### config.mk
export PLATFORM = sky130hd
export DESIGN_NAME = deserializer_sipo
export DESIGN_NICKNAME = d
export VERILOG_FILES = /design/src/rtl/deserializer_sipo.sv
export SDC_FILE = /design/constraint.sdc
export NUM_CORES = 1
export LEC_CHECK = 0
export CELL_PAD_IN_SITES_DETAIL_PLACEMENT = 0
export CELL_PAD_IN_SITES_GLOBAL_PLACEMENT = 1
export CORE_MARGIN = 3
export CORE_UTILIZATION = 34
export CTS_CLUSTER_DIAMETER = 80
export DETAILED_ROUTE_END_ITERATION = 7
export PLACE_DENSITY_LB_ADDON = 0.25
export SLEW_MARGIN = 20
export SYNTH_ARGS = -nofsm -noshare
export SYNTH_HDL_FRONTEND = slang
export SYNTH_SLANG_ARGS = --single-unit
export TNS_END_PERCENT = 1
### constraint.sdc
create_clock -name clk -period 1.7 [get_ports clk]
set_clock_uncertainty 0.15 [all_clocks]
set_input_delay 0.255 -clock clk [delete_from_list [all_inputs] [get_ports clk]]
set_output_delay 0.255 -clock clk [all_outputs]
set_load 0.05 [all_outputs]
### src/rtl/deserializer_sipo.sv
// rtl/deserializer_sipo.sv - serial-in parallel-out deserializer with framing and a single-word output holding register
module deserializer_sipo #(
  parameter int DATA_WIDTH = 8
) (
  input  logic                  clk,
  input  logic                  rst,
  input  logic                  srl_in,
  input  logic                  bit_valid,
  input  logic                  frame_start,
  output logic [DATA_WIDTH-1:0] data_out,
  output logic                  data_valid,
  input  logic                  data_ready,
  output logic                  busy,
  output logic                  overrun,
  output logic                  frame_err
);

  localparam int CW = $clog2(DATA_WIDTH);
  localparam logic [CW-1:0] LAST_IDX = CW'(DATA_WIDTH - 1);

  typedef enum logic {
    IDLE  = 1'b0,
    SHIFT = 1'b1
  } state_t;

  state_t                state, state_nx;
  logic [CW-1:0]         cnt, cnt_nx;
  logic [DATA_WIDTH-1:0] sreg, sreg_nx;
  logic                  word_done;
  logic                  frame_err_nx;

  // Next-state logic: frame_start always restarts assembly at bit 0; a restart
  // while a word is in progress discards it and flags a truncated word.
  always_comb begin
    state_nx     = state;
    cnt_nx       = cnt;
    sreg_nx      = sreg;
    word_done    = 1'b0;
    frame_err_nx = 1'b0;
    if (bit_valid) begin
      if (frame_start) begin
        frame_err_nx = (state == SHIFT);
        sreg_nx      = '0;
        sreg_nx[0]   = srl_in;
        cnt_nx       = CW'(1);
        state_nx     = SHIFT;
      end else if (state == SHIFT) begin
        sreg_nx[cnt] = srl_in;
        if (cnt == LAST_IDX) begin
          word_done = 1'b1;
          cnt_nx    = '0;
          state_nx  = IDLE;
        end else begin
          cnt_nx = cnt + CW'(1);
        end
      end
    end
  end

  // Assembly state register; idle strobes without frame_start leave it untouched.
  always_ff @(posedge clk) begin
    if (rst) begin
      state <= IDLE;
      cnt   <= '0;
      sreg  <= '0;
    end else begin
      state <= state_nx;
      cnt   <= cnt_nx;
      sreg  <= sreg_nx;
    end
  end

  // Output holding register: a completed word loads only if the slot is free or
  // being drained this cycle; otherwise it is dropped and overrun sticks.
  always_ff @(posedge clk) begin
    if (rst) begin
      data_out   <= '0;
      data_valid <= 1'b0;
      overrun    <= 1'b0;
      frame_err  <= 1'b0;
    end else begin
      frame_err <= frame_err_nx;
      if (word_done) begin
        if (!data_valid || data_ready) begin
          data_out   <= sreg_nx;
          data_valid <= 1'b1;
        end else begin
          overrun <= 1'b1;
        end
      end else if (data_valid && data_ready) begin
        data_valid <= 1'b0;
      end
    end
  end

  assign busy = (state == SHIFT);

endmodule
==> metrics.md, run 1 <==
| Metric | Value |
|---|---|
| Run status | `finished, final reports clean` |
| Initial antenna violation count | `0` |
| WS Path Type | `register to register` |
| Max-slew headroom | `78.8%` |
| FF-to-FF setup slack | `50 ps` |
| Core area | `2830 um^2` |
| Yosys cell types | `37` |
| CP Launch Type | `register` |
| Number of top-level pins | `18` |
| Drt total wl | `2.43 mm` |
| Lkg Pwr | `0.000505 uW` |
| Die area | `3750 um^2` |
| Worst Hold Depth | `3` |
| Cts bufs inserted | `3` |
| Placed instance area | `1320 um^2` |
| Longest Clk Path Bufs | `2` |
| Routed length on met2 | `1.16 mm` |
| Synthesis-stage register bit count | `23` |
| Post-Syn Area | `1040 um^2` |
| Critical path arrival | `1730 ps` |
| Synth top area share | `44.4%` |
| Unrepaired setup endpoints after global routing | `yes` |
| Worst Tran Pin Value | `315 ps` |
| Residual DRC count | `0` |
| Vias per inst | `5.32` |
| Post-synth EDFFs | `0` |
| Cells after Synth | `113` |
| Die Width | `61.2 um` |
| Area leader, netlist | `dfxtp_1` |
| Detailed Routing Iterations Pass 1 | `3` |
| Metal-1 WL | `1.18 mm` |
| CTS root buf | `clkbuf_4` |
| Worst VDD drop | `388 uV` |
| Gr usage total | `14.6%` |
| Share of cells above drive strength 1 | `32.1%` |
| Crit path cell chain | `buf_4, nand4b_1, or3_1, a311oi_2` |
| Post-DP HPWL | `1.72 mm` |
| Maximum number of pins on one net before global-route repair | `24` |
| MaxCap Viol Count | `0` |
| Remaining Overflow, GRT | `0` |
| Final setup viols | `0` |
| Setup WS post-layout | `45.4 ps` |
| Clk Latency, worst-skew pair | `310 ps` |
| Final std cells w/o fill | `171` |
| Fin. max-slew vios | `0` |
| Routed WL per cell | `14.2 um` |
| Metal3 WL | `73 um` |
| Synth async-reset ratio | `0%` |
| Final design instance area without fill | `1360 um^2` |
| Reg clk slew, reported paths | `130 ps` |
| Worst r2r path cells | `4` |
| Starting Density | `36.7%` |
| Critical path's slowest cell | `or3_1` |
| Routability cong. | `0.719` |
| Final Net Count | `149` |
| Final hold violations | `0` |
| Buffers on Ports | `17` |
| Min cycle time layout | `1650 ps` |
| Syn nets | `121` |
| Rows | `19` |
| Commonest non-fill, non-tap cell in the layout | `buf_4` |
| First-pass GRT wire length | `4.11 mm` |
| CTS tree | `done` |
| Seq/Total Area, Yosys | `44.4%` |
| DP Worst Slack | `-354 ps` |
| Top layer in use | `met4` |
| Htree depth | `1` |
| Mapped Avg Cell Area | `9.18 um^2` |
| Clock sink count | `23` |
| Hold Path Class | `input port to register` |
| Top cells by area, synth | `dfxtp_1 (44%), nor2_1 (5.8%), a211oi_2 (3.6%), buf_6 (3.3%), a21oi_1 (2.9%)` |
| CP Capture Type | `register` |
| Via count | `910` |
| Synth Flop Type | `dfxtp_1` |
| Most frequent cells in the layout | `buf_4 (23), dfxtp_1 (19), nor2_1 (16)` |
| Cell area power density | `669 nW/um^2` |
| Period utilization | `97.3%` |
| Vias in the first global route | `910` |
| Crit path max fanout | `12` |
| Initial DRC count | `13` |
| Die height | `61.2 um` |
| Fmax | `0.604 GHz` |
| Ant. Diodes | `0` |
| Number of antenna-violating nets in the routed design | `0` |
| Dpl cells | `167` |
| Critical Path RT | `1780 ps` |
| Synthesis-to-layout area growth | `31.1%` |
| CP max stage delay | `380 ps` |
| Hold buffers post-CTS | `0` |
| Synth warnings | `0` |
| Final Total Pwr | `910 uW` |
-- metal layers --
layer	up-vias	track usage (%)
li1	465	-
met5	-	0
met3	2	1.89
met4	0	5.88
met2	10	23.7
met1	433	19.6
-- cells in the mapped netlist, types with 2 or more instances --
cell type,count
dfxtp_1,23
nor2_1,16
a21oi_1,6
o21ai_0,6
nand2_1,5
a31oi_1,4
inv_1,4
a211oi_1,3
a211oi_2,3
a311oi_1,3
buf_6,3
o31a_1,3
buf_2,2
clkbuf_1,2
ha_1,2
nor2_2,2
nor2b_1,2
nor3_1,2
nor3b_1,2
o21ai_1,2
or3_1,2
-- through the flow --
| step | setup TNS (ps) | hold slack (ps) | utilization (%) |
|---|---|---|---|
| after global routing | -112 | 342 | 48.1 |
| after CTS | 0 | 336 | 47.6 |
| final | 0 | 339 | 48.1 |
| after global placement | -2820 | 304 | 46.7 |
| after detailed placement | -3700 | 325 | 46.7 |
| after floorplan | 0 | 177 | - |
-- sequential cells by signal (all words and copies together), names as in the netlist --
register / flops
data_out: 8
frame_err: 1
data_valid: 1
overrun: 1
busy: 1
cnt: 3
sreg: 8
-- what timing repair did --
action,4_1_cts,5_1_grt
setup endpoints to repair,6,4
gates resized for setup,1,3
setup buffers,0,0
pin swaps,2,1
-- path summary, 6_finish.rpt --
kind         startpoint     endpoint
max reg2reg      cnt[0]  data_out[3]
max              cnt[0]  data_out[3]
min reg2reg     overrun      overrun
min           bit_valid       cnt[0]
-- power breakdown --
part           total (uW)  leakage [uW]  internal [uW]  switching [uW]
Sequential            553      0.000187            545            7.91
Clock                 254     0.0000177           87.8             166
Combinational         103      0.000300           46.8            56.6
-- worst max-delay path: cells and delay by family, from the launching register on --
kind	cells	cell delay, ps
buffers and inverters	1	190
DFF	1	370
AOI/OAI and AO/OA	1	290
and+or+nand+nor	2	560
-- cells by family (layout without fill, tap and decap cells) --
| family | count (synthesis) | after routing | share of synthesized area (%) |
|---|---|---|---|
| multiplexers | 1 | 1 | 0.965 |
| adder cells (fa/ha/maj) | 2 | 2 | 2.41 |
| buffers and inverters | 13 | 40 | 7.12 |
| AND/OR/NAND/NOR | 39 | 39 | 20.9 |
| flip-flops | 23 | 23 | 44.4 |
| AO/OA/AOI/OAI | 35 | 35 | 24.2 |
-- area by class of cell --
cell class,count,area [um^2]
Clock buffer,3,22.5
Clock inverter,1,5.00
Fill cell,289,1470
Inverter,5,21.3
Multi-Input combinational cell,77,534
Sequential cell,23,465
Tap cell,31,38.8
Timing Repair Buffer,31,273
Power figures use the tool's default switching activity.
==> run 2: changes to the inputs <==
--- a/config.mk
+++ b/config.mk
@@ -7,6 +7,7 @@
 export LEC_CHECK = 0
 export CELL_PAD_IN_SITES_DETAIL_PLACEMENT = 0
 export CELL_PAD_IN_SITES_GLOBAL_PLACEMENT = 1
+export CORE_ASPECT_RATIO = 0.9
 export CORE_MARGIN = 3
 export CORE_UTILIZATION = 34
 export CTS_CLUSTER_DIAMETER = 80
==> run 2 against run 1 <==
Effect of this change: worst setup slack worse by 18 ps; worst hold slack better by 2.8 ps; cell area is 2.6% higher; cell count is 6.4% higher; highest routed layer unchanged.
==> metrics.md, run 2 (synthesis gave the netlist of run 1 again) <==
| Metric | Value |
|---|---|
| Run status | `finished, final reports clean` |
| First-pass GRT wire length | `4.02 mm (-2.0%)` |
| Fmax | `0.598 GHz (-1.1%)` |
| Switching part of the total | `24.5% (-0.80 points)` |
| Most frequent cells in the layout | `buf_4 (25), dfxtp_1 (19), nor2_1 (14)` |
| Die height | `58.4 um (-4.6%)` |
| Storage element area | `465 um^2 (unchanged)` |
| Commonest non-fill, non-tap cell in the layout | `buf_4` |
| CP Capture Type | `register` |
| Post-DP HPWL | `1.73 mm (+0.37%)` |
| Clk Latency, worst-skew pair | `310 ps (about the same)` |
| Clock sink count | `23 (unchanged)` |
| Period utilization | `98.4% (+1.1 points)` |
| Dpl cells | `176 (+5.4%)` |
| DP Worst Slack | `-250 ps (+105 ps)` |
| MaxCap Viol Count | `0 (unchanged)` |
| Htree depth | `1 (unchanged)` |
| Drt total wl | `2.35 mm (-3.2%)` |
| Cell area power density | `652 nW/um^2 (-2.6%)` |
| CP Launch Type | `register` |
| Fin. max-slew vios | `0 (unchanged)` |
| Placed instance area | `1330 um^2 (+0.85%)` |
| Min cycle time layout | `1670 ps (+18.2 ps)` |
| Final design instance area without fill | `1400 um^2 (+2.6%)` |
| Max-slew headroom | `78.7% (about the same)` |
| Buffers on Ports | `17 (unchanged)` |
| Detailed Routing Iterations Pass 1 | `4 (+1)` |
| Residual DRC count | `0 (unchanged)` |
| CTS root buf | `clkbuf_4` |
| Critical Path RT | `1780 ps (about the same)` |
| Gr usage total | `13.8% (-0.76 points)` |
| Critical path arrival | `1750 ps (+20 ps)` |
| Setup WS post-layout | `27.1 ps (-18.2 ps)` |
| Routed WL per cell | `12.9 um (-9.0%)` |
| Core area | `2840 um^2 (+0.31%)` |
| Worst Tran Pin Value | `316 ps (+1.56 ps)` |
| CTS tree | `done` |
| Remaining Overflow, GRT | `0 (unchanged)` |
| Worst VDD drop | `362 uV (-6.6%)` |
| Cts bufs inserted | `3 (unchanged)` |
| Final std cells w/o fill | `182 (+6.4%)` |
| Final hold violations | `0 (unchanged)` |
| Routability cong. | `0.795 (+11%)` |
| Flop pwr share | `60.7% (about the same)` |
| Psw | `223 uW (-3.3%)` |
| Final Net Count | `151 (+1.3%)` |
| Unrepaired setup endpoints after global routing | `yes` |
| Number of antenna-violating nets in the routed design | `0 (unchanged)` |
| Lkg Pwr | `0.000518 uW (+2.5%)` |
| Hold Path Class | `register to register` |
| Final setup viols | `0 (unchanged)` |
| Initial antenna violation count | `0 (unchanged)` |
| Area of the multi-input gates | `543 um^2 (+1.6%)` |
| WS Path Type | `register to register` |
| Fillers | `309 (+6.9%)` |
| Number of top-level pins | `18 (unchanged)` |
| Starting Density | `36.6% (-0.11 points)` |
| Synthesis-to-layout area growth | `34.5%` |
| Internal Power | `687 uW (+0.99%)` |
| Vias in the first global route | `817 (-10%)` |
| Comb pwr share | `11.8% (+0.4 points)` |
| Share of cells above drive strength 1 | `34.5% (+2.4 points)` |
| Longest Clk Path Bufs | `2 (unchanged)` |
| Vias per inst | `4.93 (-7.3%)` |
| Die Width | `64.2 um (+4.9%)` |
| Biggest regs | `data_out x8, sreg x8, cnt x3` |
| Crit path max fanout | `7 (-5)` |
| Clock share of power | `27.4% (-0.5 points)` |
| Via count | `898 (-1.3%)` |
| Reg clk slew, reported paths | `120 ps (about the same)` |
| Initial DRC count | `44 (+31)` |
| Worst hold margin | `342 ps (+2.76 ps)` |
| Die area | `3750 um^2 (about the same)` |
| Maximum number of pins on one net before global-route repair | `24 (unchanged)` |
| Ant. Diodes | `0 (unchanged)` |
| Rows | `18 (-1)` |
run 2: cell count changes in the layout (fill, tap and decap cells not counted):
cell / previous run / this run
a211oi_2: 3 / 5
clkdlybuf4s50_1: 4 / 5
buf_4: 23 / 25
a311oi_1: 2 / 3
nor2_1: 16 / 14
clkbuf_1: 0 / 1
nor2_2: 2 / 4
a311oi_2: 1 / 0
dlygate4sd2_1: 1 / 0
clkinv_2: 1 / 0
a211oi_1: 3 / 1
run 2: critical path, cell delays in order, from the launching register on:
cell and delay [ps]:
dfxtp_2 370, ha_4 140, ha_4 140, inv_4 40, nor4_4 300, buf_4 210
nor2_1 40, a311oi_1 190
run 2: path summary, 6_finish.rpt:
check,startpoint,end,slack (ps),cells past startpoint
worst max register to register,cnt[0],data_out[3],30,7
worst min register to register,overrun,overrun,340,2
worst max-delay path,cnt[0],data_out[3],30,7
worst min-delay path,overrun,overrun,340,2
run 2: per-layer routing:
metal  track usage [%]  vias up  share of wire (%)
met5                 0        -                  0
met4              3.61        0               0.89
met3              4.58        2                5.9
met2              21.1       23                 46
met1              19.0      405                 47
li1                  -      468                  -
run 2: power by group through the flow:
stage | logic (uW) | registers [uW] | clock network (uW)
finish | 108 | 552 | 249
global placement | 105 | 564 | 0
floorplan | 53.4 | 568 | 0
global route | 116 | 554 | 293
CTS | 107 | 552 | 269
detailed placement | 107 | 564 | 0
run 2: stage by stage:
step	utilization (%)	TNS [ps]	total power, uW
floorplan	-	0	622
global placement	47.0	-2060	669
detailed placement	47.0	-2040	671
CTS	48.7	-6.49	928
global route	49.2	-333	963
finish	49.2	0	909
run 2: layout make-up:
cell class,instances,share of cell area (%)
Multi-Input combinational cell,77,38.9
Sequential cell,23,33.4
Timing Repair Buffer,33,20.7
Clock buffer,4,1.88
Tap cell,40,3.59
Inverter,5,1.52
run 2: what timing repair did:
action                                 4_1_cts  5_1_grt
gates resized for setup                      2        4
setup buffers                                2        0
endpoints found under the hold margin        0        0
hold buffers                                 0        0
pin swaps                                    4        5
gates cloned                                 0        0
setup endpoints to repair                    6        8
==> run 3: changes to the inputs <==
--- a/config.mk
+++ b/config.mk
@@ -13,6 +13,7 @@
 export CTS_CLUSTER_DIAMETER = 80
 export DETAILED_ROUTE_END_ITERATION = 7
 export PLACE_DENSITY_LB_ADDON = 0.25
+export RECOVER_POWER = 100
 export SLEW_MARGIN = 20
 export SYNTH_ARGS = -nofsm -noshare
 export SYNTH_HDL_FRONTEND = slang
==> run 3 against run 2 <==
Effect of this change: the run now ends with negative setup slack left; worst setup slack worse by 39 ps; flip-flop and latch count did not move; utilization fell by 1.2 points; sequential power barely moved; fmax down 2.3%; sequential share of layout area rose by 0.86 points; global-route usage did not move; via count grew 1.1%; combinational power about the same; first-iteration DRC count down 6.8%; critical path type is now input port to register.
==> metrics.md, run 3 (synthesis gave the netlist of run 1 again) <==
| Metric | Value |
|---|---|
| Final design instance area without fill | `1360 um^2 (-2.5%)` |
| Commonest non-fill, non-tap cell in the layout | `dfxtp_1` |
| Number of antenna-violating nets in the routed design | `0 (unchanged)` |
| Detailed Routing Iterations Pass 1 | `4 (unchanged)` |
| Crit path max fanout | `7 (unchanged)` |
| Setup TNS | `-11.6 ps (-11.6 ps)` |
| Min-Delay Endpoint | `overrun` |
| Die Width | `64.2 um (unchanged)` |
| Number of top-level pins | `18 (unchanged)` |
| Most used cell, CP | `buf_4` |
| Fillers | `319 (+3.2%)` |
| Die area | `3750 um^2 (unchanged)` |
| Final Net Count | `151 (unchanged)` |
| Reg-to-reg endpoint | `data_out[3]` |
| Worst VDD drop | `362 uV (about the same)` |
| Drt total wl | `2.35 mm (about the same)` |
| Htree depth | `1 (unchanged)` |
| Via count | `908 (+1.1%)` |
| Lkg Pwr | `0.000502 uW (-3.1%)` |
| Clk Latency, worst-skew pair | `310 ps (about the same)` |
| Remaining Overflow, GRT | `0 (unchanged)` |
| Crit Reg-Reg Startpoint | `cnt[0]` |
| Hold Path Class | `register to register` |
| Synthesis-to-layout area growth | `31.1%` |
| Placed instance area | `1330 um^2 (unchanged)` |
| Worst Tran Pin Value | `588 ps (+271 ps)` |
| CTS root buf | `clkbuf_4` |
| Worst r2r path cells | `7 (unchanged)` |
| Reg clk slew, reported paths | `120 ps (about the same)` |
| Routed WL per cell | `12.9 um (about the same)` |
| Vias per inst | `4.99 (+1.1%)` |
| Run status | `finished, violations left` |
| Longest Clk Path Bufs | `2 (unchanged)` |
| Final core occ | `47.9% (-1.2 points)` |
| FF-to-FF setup slack | `30 ps (about the same)` |
| Core area | `2840 um^2 (unchanged)` |
| Buffers on Ports | `17 (unchanged)` |
| Crit path cell chain | `dlygate4sd3_1, buf_4, nor4_4, buf_4, nor2_1, a311oi_1` |
| Routability cong. | `0.795 (unchanged)` |
| Storage element area | `465 um^2 (unchanged)` |
| MaxCap Viol Count | `0 (unchanged)` |
| Max-slew headroom | `61.0% (-18 points)` |
| HP Start | `overrun` |
| DP Worst Slack | `-250 ps (unchanged)` |
| Fmax | `0.584 GHz (-2.3%)` |
| Post-DP HPWL | `1.73 mm (unchanged)` |
| Starting Density | `36.6% (unchanged)` |
| Period utilization | `101% (+2.3 points)` |
| Vias in the first global route | `817 (unchanged)` |
| Maximum number of pins on one net before global-route repair | `24 (unchanged)` |
| Rows | `18 (unchanged)` |
| Area of the multi-input gates | `538 um^2 (-0.92%)` |
| Die height | `58.4 um (unchanged)` |
| Min cycle time layout | `1710 ps (+38.8 ps)` |
| Gr usage total | `13.8% (unchanged)` |
| Residual DRC count | `0 (unchanged)` |
| Worst Hold Depth | `2 (unchanged)` |
| Final setup viols | `1 (+1)` |
| Final Total Pwr | `907 uW (-0.23%)` |
| Critical Path RT | `1780 ps (about the same)` |
| CP max stage delay | `600 ps (+230 ps)` |
| CP top delay family | `buffers and inverters` |
| Unrepaired setup endpoints after global routing | `yes` |
| Share of cells above drive strength 1 | `32.4% (-2.1 points)` |
| Clock sink count | `23 (unchanged)` |
| Critical path's slowest cell | `dlygate4sd3_1` |
| Hold buffers post-CTS | `0 (unchanged)` |
| Ant. Diodes | `0 (unchanged)` |
| Cts bufs inserted | `3 (unchanged)` |
| First-pass GRT wire length | `4.02 mm (unchanged)` |
| Cell area power density | `667 nW/um^2 (+2.3%)` |
| Final hold violations | `0 (unchanged)` |
| Failing checks | `negative setup slack` |
| CP Launch Type | `input port` |
| CP Capture Type | `register` |
| Fin. max-slew vios | `0 (unchanged)` |
| Setup WS post-layout | `-11.6 ps (-38.8 ps)` |
| Most frequent cells in the layout | `dfxtp_1 (19), nor2_1 (14), buf_4 (14)` |
| CTS tree | `done` |
| WS Path Type | `input port to register` |
| Worst path bufs/invs | `3 (+1)` |
| Biggest regs | `data_out x8, sreg x8, cnt x3` |
| Initial DRC count | `41 (-6.8%)` |
| Initial antenna violation count | `0 (unchanged)` |
| Critical path arrival | `1790 ps (+40 ps)` |
-- run 3: changes by cell type in the layout (fill, tap and decap cells not counted), sizes merged --
cell	delta
buf	-11
dlygate4sd3	+1
clkdlybuf4s50	-1
clkbuf	+11
-- run 3: cell type report --
type,instances,share of cell area (%)
Sequential cell,23,34.2
Clock buffer,4,1.93
Timing Repair Buffer,33,19.0
Inverter,5,1.56
Tap cell,40,3.68
Multi-Input combinational cell,77,39.6
-- run 3: stage by stage --
| stage | hold slack, ps | std cells |
|---|---|---|
| 3_3_place_gp | 304 | 176 |
| 6_report | 339 | 182 |
| 5_1_grt | 373 | 182 |
| 3_5_place_dp | 317 | 176 |
| 4_1_cts | 351 | 182 |
| 2_1_floorplan | 177 | 113 |
-- run 3: worst max-delay path by stage --
stage	from	endpoint	slack [ps]	cells after the start
6_report	frame_start	data_out[3]	-10	6
4_1_cts	cnt[0]	data_out[3]	-6	7
3_3_place_gp	frame_start	data_out[3]	-240	6
5_1_grt	cnt[0]	data_out[2]	-100	7
2_1_floorplan	cnt[0]	data_out[5]	2	7
3_5_place_dp	frame_start	data_out[1]	-250	6
-- run 3: power by group --
part / internal [uW] / switching, uW
Sequential: 545 / 7.18
Clock: 91.7 / 158
Combinational: 47.9 / 57.4
Total: 685 / 223
-- run 3: what timing repair did --
action	in CTS	in global routing
hold endpoints to repair	0	0
pin swaps	4	5
cloned	0	0
setup endpoints to repair	6	8
buffers inserted	2	0
resized for setup	2	4
-- run 3: worst min-delay path, delay by kind of cell, from the launching register on --
| kind | cells | cell delay (ps) |
|---|---|---|
| AOI/OAI and AO/OA | 1 | 40 |
| DFF | 1 | 350 |
| and+or+nand+nor | 1 | 70 |
-- run 3: per-layer routing --
| layer | track usage (%) | vias to the layer above | wire length, um |
|---|---|---|---|
| li1 | - | 470 | - |
| met1 | 19.0 | 412 | 1120 |
| met2 | 21.1 | 22 | 1060 |
| met3 | 4.58 | 4 | 141 |
| met4 | 3.61 | 0 | 26 |
| met5 | 0 | - | 0 |
